--- src/rtl/decode_execute_pipe_pkg.sv ---
// Shared types for the decode/execute pipeline register: control word,
// its NOP value, and the packed payload carried between the stages.
package decode_execute_pipe_pkg;

  localparam int unsigned PKG_DATA_W = 32;

  // Decoded control word presented to the execute stage.
  typedef struct packed {
    logic [3:0] alu_op;
    logic       alu_src;
    logic       reg_write;
    logic       mem_read;
    logic       mem_write;
    logic       branch;
    logic       jump;
  } control_type;

  localparam control_type CONTROL_NOP = '0;

  // One decoded instruction as held in a pipe slot.
  typedef struct packed {
    logic [PKG_DATA_W-1:0] data1;
    logic [PKG_DATA_W-1:0] data2;
    logic [PKG_DATA_W-1:0] immediate_data;
    control_type           control;
    logic                  compflg;
    logic [PKG_DATA_W-1:0] program_counter;
  } id_ex_payload_t;

  // Pipe occupancy.
  typedef enum logic [1:0] {
    EMPTY = 2'd0,
    ONE   = 2'd1,
    TWO   = 2'd2
  } occ_state_e;

endpackage

--- src/rtl/decode_execute_skid_slot.sv ---
// Single payload register with valid bit. Clearing drops valid and forces
// the control word to NOP and compflg to 0 while data fields keep their value.
module decode_execute_skid_slot
  import decode_execute_pipe_pkg::*;
(
  input  logic           clk,
  input  logic           rst,
  input  logic           load,
  input  logic           clear,
  input  id_ex_payload_t d,
  output id_ex_payload_t q,
  output logic           valid
);

  // Load has priority over clear; clear keeps data for a stable bus.
  always_ff @(posedge clk or posedge rst) begin
    if (rst) begin
      q     <= '0;
      valid <= 1'b0;
    end else if (load) begin
      q     <= d;
      valid <= 1'b1;
    end else if (clear) begin
      valid     <= 1'b0;
      q.control <= CONTROL_NOP;
      q.compflg <= 1'b0;
    end
  end

endmodule

--- src/rtl/decode_execute_pipe.sv ---
// Decode -> execute pipeline register with valid/ready handshake and flush.
// Optional macro DECODE_EXECUTE_PIPE_SKID_EN selects a 2-entry skid buffer
// with registered in_ready; otherwise a single entry with combinational
// in_ready. All bus outputs come straight from the head slot registers.
module decode_execute_pipe
  import decode_execute_pipe_pkg::*;
#(
  parameter int unsigned DATA_W = PKG_DATA_W
) (
  input  logic              clk,
  input  logic              rst,
  input  logic              flush,
  input  logic              in_valid,
  output logic              in_ready,
  input  logic [DATA_W-1:0] data1_in,
  input  logic [DATA_W-1:0] data2_in,
  input  logic [DATA_W-1:0] immediate_data_in,
  input  control_type       control_in,
  input  logic              compflg_in,
  input  logic [DATA_W-1:0] program_counter_in,
  output logic              out_valid,
  input  logic              out_ready,
  output logic [DATA_W-1:0] data1,
  output logic [DATA_W-1:0] data2,
  output logic [DATA_W-1:0] immediate_data,
  output control_type       control_out,
  output logic              compflg,
  output logic [DATA_W-1:0] program_counter
);

  id_ex_payload_t in_pl;
  id_ex_payload_t head_d;
  id_ex_payload_t head_q;
  logic           head_load;
  logic           head_clear;
  logic           head_valid;
  logic           in_xfer;
  logic           out_xfer;
  occ_state_e     state_q;
  occ_state_e     state_d;

  // Pack incoming decode fields into a payload.
  always_comb begin
    in_pl                 = '0;
    in_pl.data1           = PKG_DATA_W'(data1_in);
    in_pl.data2           = PKG_DATA_W'(data2_in);
    in_pl.immediate_data  = PKG_DATA_W'(immediate_data_in);
    in_pl.control         = control_in;
    in_pl.compflg         = compflg_in;
    in_pl.program_counter = PKG_DATA_W'(program_counter_in);
  end

  assign in_xfer   = in_valid & in_ready;
  assign out_xfer  = head_valid & out_ready;
  assign out_valid = head_valid;

  assign data1           = DATA_W'(head_q.data1);
  assign data2           = DATA_W'(head_q.data2);
  assign immediate_data  = DATA_W'(head_q.immediate_data);
  assign control_out     = head_q.control;
  assign compflg         = head_q.compflg;
  assign program_counter = DATA_W'(head_q.program_counter);

`ifdef DECODE_EXECUTE_PIPE_SKID_EN
  id_ex_payload_t skid_q;
  logic           skid_load;
  logic           skid_clear;
  logic           skid_valid;
  logic           in_ready_q;

  assign in_ready = in_ready_q;

  // Occupancy transitions and slot load/clear controls.
  always_comb begin
    state_d    = state_q;
    head_d     = in_pl;
    head_load  = 1'b0;
    head_clear = 1'b0;
    skid_load  = 1'b0;
    skid_clear = 1'b0;
    if (flush) begin
      state_d    = EMPTY;
      head_clear = 1'b1;
      skid_clear = 1'b1;
    end else begin
      case (state_q)
        EMPTY: begin
          if (in_xfer) begin
            head_load = 1'b1;
            state_d   = ONE;
          end
        end
        ONE: begin
          if (in_xfer && out_xfer) begin
            head_load = 1'b1;
          end else if (in_xfer) begin
            skid_load = 1'b1;
            state_d   = TWO;
          end else if (out_xfer) begin
            head_clear = 1'b1;
            state_d    = EMPTY;
          end
        end
        TWO: begin
          if (out_xfer && skid_valid) begin
            head_d     = skid_q;
            head_load  = 1'b1;
            skid_clear = 1'b1;
            state_d    = ONE;
          end
        end
        default: state_d = EMPTY;
      endcase
    end
  end

  // State register; in_ready is registered from the next occupancy.
  always_ff @(posedge clk or posedge rst) begin
    if (rst) begin
      state_q    <= EMPTY;
      in_ready_q <= 1'b1;
    end else begin
      state_q    <= state_d;
      in_ready_q <= (state_d != TWO);
    end
  end

  decode_execute_skid_slot u_skid (
    .clk   (clk),
    .rst   (rst),
    .load  (skid_load),
    .clear (skid_clear),
    .d     (in_pl),
    .q     (skid_q),
    .valid (skid_valid)
  );
`else
  assign in_ready = ~head_valid | out_ready;

  // Single-entry occupancy: replace on accept, drop on consume or flush.
  always_comb begin
    state_d    = state_q;
    head_d     = in_pl;
    head_load  = 1'b0;
    head_clear = 1'b0;
    if (flush) begin
      state_d    = EMPTY;
      head_clear = 1'b1;
    end else if (in_xfer) begin
      head_load = 1'b1;
      state_d   = ONE;
    end else if (out_xfer) begin
      head_clear = 1'b1;
      state_d    = EMPTY;
    end
  end

  // State register.
  always_ff @(posedge clk or posedge rst) begin
    if (rst) state_q <= EMPTY;
    else     state_q <= state_d;
  end
`endif

  decode_execute_skid_slot u_head (
    .clk   (clk),
    .rst   (rst),
    .load  (head_load),
    .clear (head_clear),
    .d     (head_d),
    .q     (head_q),
    .valid (head_valid)
  );

endmodule

--- config.mk ---
export PLATFORM = sky130hd
export DESIGN_NAME = decode_execute_pipe
export DESIGN_NICKNAME = d
export VERILOG_FILES = /design/src/rtl/decode_execute_pipe_pkg.sv /design/src/rtl/decode_execute_skid_slot.sv /design/src/rtl/decode_execute_pipe.sv
export SDC_FILE = /design/constraint.sdc
export NUM_CORES = 1
export LEC_CHECK = 0
export ABC_AREA = 0
export BUFFER_PORTS_ARGS = -buffer_cell sky130_fd_sc_hd__buf_2
export CORE_AREA = 2 2 135 111
export DETAILED_ROUTE_END_ITERATION = 7
export DIE_AREA = 0 0 137 113
export PLACE_DENSITY_LB_ADDON = 0.08
export SLEW_MARGIN = 25
export SYNTH_ARGS = -nofsm -noshare
export SYNTH_HDL_FRONTEND = slang
export SYNTH_HIERARCHICAL = 1
export SYNTH_SLANG_ARGS = --single-unit
--- constraint.sdc ---
create_clock -name clk -period 7.3 [get_ports clk]
set_clock_uncertainty 0.2 [all_clocks]
set_input_delay 0.365 -clock clk [delete_from_list [all_inputs] [get_ports clk]]
set_output_delay 0.365 -clock clk [all_outputs]
set_load 0.05 [all_outputs]
* Word-level counts from Yosys, hierarchy flattened *
Cells that the tools add are included.

operators by class
  multiplexer cells = 9
  bitwise operators = 4
  reductions and logical operators = 1

operators with widths
  cell                count
  $mux W11            2
  $mux W1             7
  $and A1 B1 Y1       2
  $reduce_bool A2 Y1  1
  $not A1 Y1          1
  $or A1 B1 Y1        1

storage, ports and cells
  bits in registers = 140
  input port bits = 144
  output and inout bits = 141
  logic and storage cells = 27

* Depth between registers and ports, before layout *
  word-level depth = 7
  depth in mapped cells = 7
  gate-level depth less buffers = 4

* Modules after synthesis *
The synthesis kept the hierarchy.

by module, submodules not included
  module                    instances  cells each  area each (µm²)  sequential area each (µm²)
  decode_execute_skid_slot  1          300         5496.5           3503.4
  decode_execute_pipe       1          4           33.8             0.0

* Least setup slack after synthesis *
No wires, ideal clock.

  path type = flip-flop to flip-flop
  start = reg u_head.valid
  end = reg u_head/q[0] (netlist bit)
  setup time = 0.125 ns
  data arrival time = 1.812 ns
  required time = 6.975 ns
  setup slack = 5.163 ns
  cell stages (with the launch flop) = 7
  buffers on the path = 3
  period minus slack after synthesis = 2.137 ns
  cell sequence = dfrtp_1 -> nand2b_4 -> and3b_1 -> buf_2 -> buf_6 -> buf_6 -> mux2_4

between the ends
  longest elaborated chain between the ends = 5

RTL lines
  element                   RTL line                        RTL
  start: declaration        decode_execute_skid_slot.sv:12  output logic valid
  start signal: assignment  decode_execute_skid_slot.sv:19  valid <= 1'b0;
  start signal: assignment  decode_execute_skid_slot.sv:22  valid <= 1'b1;
  start signal: assignment  decode_execute_skid_slot.sv:24  valid <= 1'b0;
  $not A1 Y1                decode_execute_pipe.sv:138      assign in_ready = ~head_valid | out_ready;
  $or A1 B1 Y1              decode_execute_pipe.sv:138
  named net in_ready        decode_execute_pipe.sv:14       output logic in_ready,
  $and A1 B1 Y1             decode_execute_pipe.sv:53       assign in_xfer = in_valid & in_ready;
  $mux W1                   decode_execute_pipe.sv:149      end else if (in_xfer) begin
  $mux W1                   decode_execute_pipe.sv:146      if (flush) begin
  named net head_load       decode_execute_pipe.sv:34       logic head_load;
  end: declaration          decode_execute_skid_slot.sv:11  output id_ex_payload_t q,

The timed path passes the listed nets, and every way through them passes these cells.
A chain may end at the register's enable or synchronous reset.

* Worst setup path after layout *
  start = reg u_head.valid
  end = reg u_head/q[48] (netlist bit)

between the ends
  longest elaborated chain between the ends = 5

RTL lines
  element              RTL line
  $not A1 Y1           decode_execute_pipe.sv:138
  $or A1 B1 Y1         decode_execute_pipe.sv:138
  $and A1 B1 Y1        decode_execute_pipe.sv:53
  $mux W1              decode_execute_pipe.sv:149
  $mux W1              decode_execute_pipe.sv:146
  named net head_load  decode_execute_pipe.sv:34

The timed path passes the listed nets, and every way through them passes these cells.

==> impl_metrics.ini <==
[global_route]
grt_pass1_wl_mm = 23.58
grt_use_met3_pct = 7.841
grt_remaining_overflow = 0
antenna_violations_before_repair = 0
grt_pass1_vias = 4637
grt-busiest-layer = met2
grt_util_overall_pct = 20.02
groute.layer.met2.usage_pct = 34.79
pin_count_of_the_biggest_net_entering_global_routing = 82
gr-usage-met1_pct = 21.80

[cts]
cts_made_buffers = 17
cts_tree = yes
post_cts_resized = 0
htree_levels = 4
clockBufferDepth = 2
clk-insertion-delay-late_ns = 0.41
cts_root_buffer = sky130_fd_sc_hd__clkbuf_16
cts_sinks = 140
worst_setup_hold_path_clk_slew_ns = 0.06

[run_status]
status = finished, final reports clean

[critical_path]
setup.worst_path.class = flop to flop
crit_path_largest_cell_delay_ns = 0.84
cpMaxStageDelayCell = sky130_fd_sc_hd__buf_4
worstSetupStartpointType = flop
cell_by_cell_listing_of_the_critical_path = nand2b_4 > and3b_4 > buf_4 > mux2_2
worst_ep_arrival_time_ns = 2.86
cp-end-kind = flop
required_ns = 7.39
crit_path_max_fanout = 66

[timing]
max_slew_margin_pct = 30.72
totalNegativeSetupSlack_ns = 0
finalSetupViolations = 0
timing.final.hold_violations = 0
clock.fmax_mhz = 360.9
tmin_final_ns = 2.771
max_slew.worst_pin.slew_ns = 1.035
rsz0062_at_grt = no
slew_viol_final = 0
finalCritPeriodShare_pct = 37.96

[final_layout]
layoutNonFillerInstCount = 930
antenna_cells = 0
ff_latch_area_um2 = 3503
flow.area_growth_from_synthesis_pct = 63.55
fillerInstances = 1050
drive_above_1_share_pct = 60.19
multi_input_area_um2 = 1879
layout_nets = 877

[power_and_ir_drop]
internal_power_mw = 1.744
power.density_nw_per_um2 = 309.9
p_switching_mw = 1.059
combinational_fraction_of_design_power_pct = 35.4
power.sequential.fraction_pct = 35.2
pwr-share-clk_pct = 29.4
leakagePower_nw = 4.512
report.power.total_mw = 2.803
max-vdd-ir-drop_mv = 0.2122
switching_share_of_power_pct = 37.77

[synth]
synth_seq_cells = 140
post_synth_main_area_contributors = sky130_fd_sc_hd__dfrtp_1, sky130_fd_sc_hd__mux2_4, sky130_fd_sc_hd__mux2_2, sky130_fd_sc_hd__buf_6, sky130_fd_sc_hd__a22o_1
netlist.top_cell.by_area = sky130_fd_sc_hd__dfrtp_1
fraction_of_post_synthesis_cell_area_in_the_top_cell_type_by_area_pct = 63.35
yosysWarningCount = 6
synth.cell_area_um2 = 5530
synthesis.instances = 304
synthesis.nets = 448
yosysUniqueCellTypes = 14
syn-mean-instance-area_um2 = 18.19
share_of_the_yosys_chip_area_belonging_to_registers_pct = 63.35

[placement]
dpl.hpwl_mm = 9.683
gp_routability_congestion = 0.7324
io_buffer_count = 284
placed_cells_incl_taps = 758

[floorplan]
die_h_um = 113
chipWidth_um = 137
io_pins = 285
core_um2 = 14050
floorplan.initialDensity_pct = 39.35
die-area_um2 = 15480
fp-row-count = 39

[drt]
drt_first_pass_iters = 4
drt_iter0_markers = 175
route.vias.total = 4186
wl_per_cell_um = 16.47
drt_drc_violations_left = 0
postRouteWirelength_mm = 15.32
drt-vias-per-instance = 4.501
route.antenna.remaining_nets = 0

[run]
cap_violations = 0

[worst_hold_path]
worstHoldPathType = input port to flop
## critical path, delay by kind of cell, from the launching register on
kind / cells / cell delay [ns]
simple gates: 2 / 0.70
flops: 1 / 0.43
mux: 1 / 0.43
buf+inv: 1 / 0.84
## cells in the mapped netlist
library cell               count
sky130_fd_sc_hd__a21o_1        1
sky130_fd_sc_hd__a22o_1       11
sky130_fd_sc_hd__and3b_1       1
sky130_fd_sc_hd__buf_2         7
sky130_fd_sc_hd__buf_4         1
sky130_fd_sc_hd__buf_6         9
sky130_fd_sc_hd__dfrtp_1     140
sky130_fd_sc_hd__inv_1         2
sky130_fd_sc_hd__mux2_2       50
sky130_fd_sc_hd__mux2_4       78
sky130_fd_sc_hd__nand2_1       1
sky130_fd_sc_hd__nand2b_4      1
sky130_fd_sc_hd__nor2_1        1
sky130_fd_sc_hd__o21bai_1      1
## repair_timing
action | in CTS | in global routing
endpoints found under the hold margin | 219 | 0
buffers inserted | 0 | 0
hold buffers | 140 | 0
## worst paths after layout
path / start / end / slack (ns) / depth (start not counted)
setup / recovery: u_head/valid / u_head/q[48] / 4.53 / 4
hold / removal: in_valid / u_head/valid / 0.14 / 4
setup reg to reg: u_head/valid / u_head/q[48] / 4.53 / 4
hold reg to reg: u_head/q[35] / u_head/q[35] / 0.29 / 1
max in group asynchronous: rst / u_head/q[1] / 5.20 / 4
min in group asynchronous: rst / u_head/q[19] / 0.43 / 3
## cells in the final DEF (no fill, tap or decap)
| cell type | instances |
|---|---|
| sky130_fd_sc_hd__a21o_1 | 1 |
| sky130_fd_sc_hd__a22o_1 | 11 |
| sky130_fd_sc_hd__and3b_4 | 1 |
| sky130_fd_sc_hd__buf_2 | 284 |
| sky130_fd_sc_hd__buf_4 | 3 |
| sky130_fd_sc_hd__bufinv_16 | 1 |
| sky130_fd_sc_hd__clkbuf_1 | 1 |
| sky130_fd_sc_hd__clkbuf_16 | 17 |
| sky130_fd_sc_hd__clkbuf_8 | 4 |
| sky130_fd_sc_hd__clkinv_2 | 4 |
| sky130_fd_sc_hd__clkinv_4 | 2 |
| sky130_fd_sc_hd__clkinvlp_4 | 3 |
| sky130_fd_sc_hd__dfrtp_1 | 140 |
| sky130_fd_sc_hd__dlygate4sd3_1 | 140 |
| sky130_fd_sc_hd__inv_1 | 1 |
| sky130_fd_sc_hd__inv_6 | 1 |
| sky130_fd_sc_hd__mux2_2 | 50 |
| sky130_fd_sc_hd__mux2_4 | 78 |
| sky130_fd_sc_hd__nand2_1 | 1 |
| sky130_fd_sc_hd__nand2b_4 | 1 |
| sky130_fd_sc_hd__nor2_1 | 1 |
| sky130_fd_sc_hd__o21bai_1 | 1 |
## cell type report
class,count,share of cell area (%)
repair buffers,427,31.46
inverters,2,0.1383
well taps,184,2.545
clock buffers,22,5.353
flip-flops and latches,140,38.73
multi-input cells,145,20.78
clock inverters,10,0.9960
## per-layer routing
layer  vias up  share of wire, %
li1       1932                 -
met2       180                51
met5         -                 0
met1      2051                38
met3        23               8.9
met4         0               1.9
## cells by family (layout without fill, tap and decap cells)
group / after synthesis / count (layout) / share of synthesized area (%)
DFF: 140 / 140 / 63.35
buffers and inverters: 19 / 461 / 2.738
and+or+nand+nor: 4 / 4 / 0.5428
AOI/OAI and AO/OA: 13 / 13 / 2.014
muxes: 128 / 128 / 31.36
## power by group through the flow
stage | combinational (mW) | sequential (mW) | clock [mW]
2_1_floorplan | 0.217 | 1.48 | 0
3_3_place_gp | 0.928 | 0.992 | 0
3_5_place_dp | 0.934 | 0.994 | 0
4_1_cts | 0.995 | 0.986 | 0.847
5_1_grt | 1.03 | 1.00 | 0.886
6_report | 0.992 | 0.986 | 0.824
## through the flow
stage / worst slack [ns] / instance area [um2] / hold WS, ns / util, %
2_1_floorplan: 2.982 / 5530 / 0.3110 / -
3_3_place_gp: 4.527 / 7069 / 0.2781 / 50.30
3_5_place_dp: 4.493 / 7069 / 0.2767 / 50.30
4_1_cts: 4.523 / 9045 / 0.1115 / 64.36
5_1_grt: 4.405 / 9045 / 0.1561 / 64.36
6_report: 4.529 / 9045 / 0.1359 / 64.36
## registers in the layout, summed over array words and instances (netlist names)
name and count:
u_head/valid 1, u_head/q 139
No activity file was read; power rests on OpenSTA's default activity.
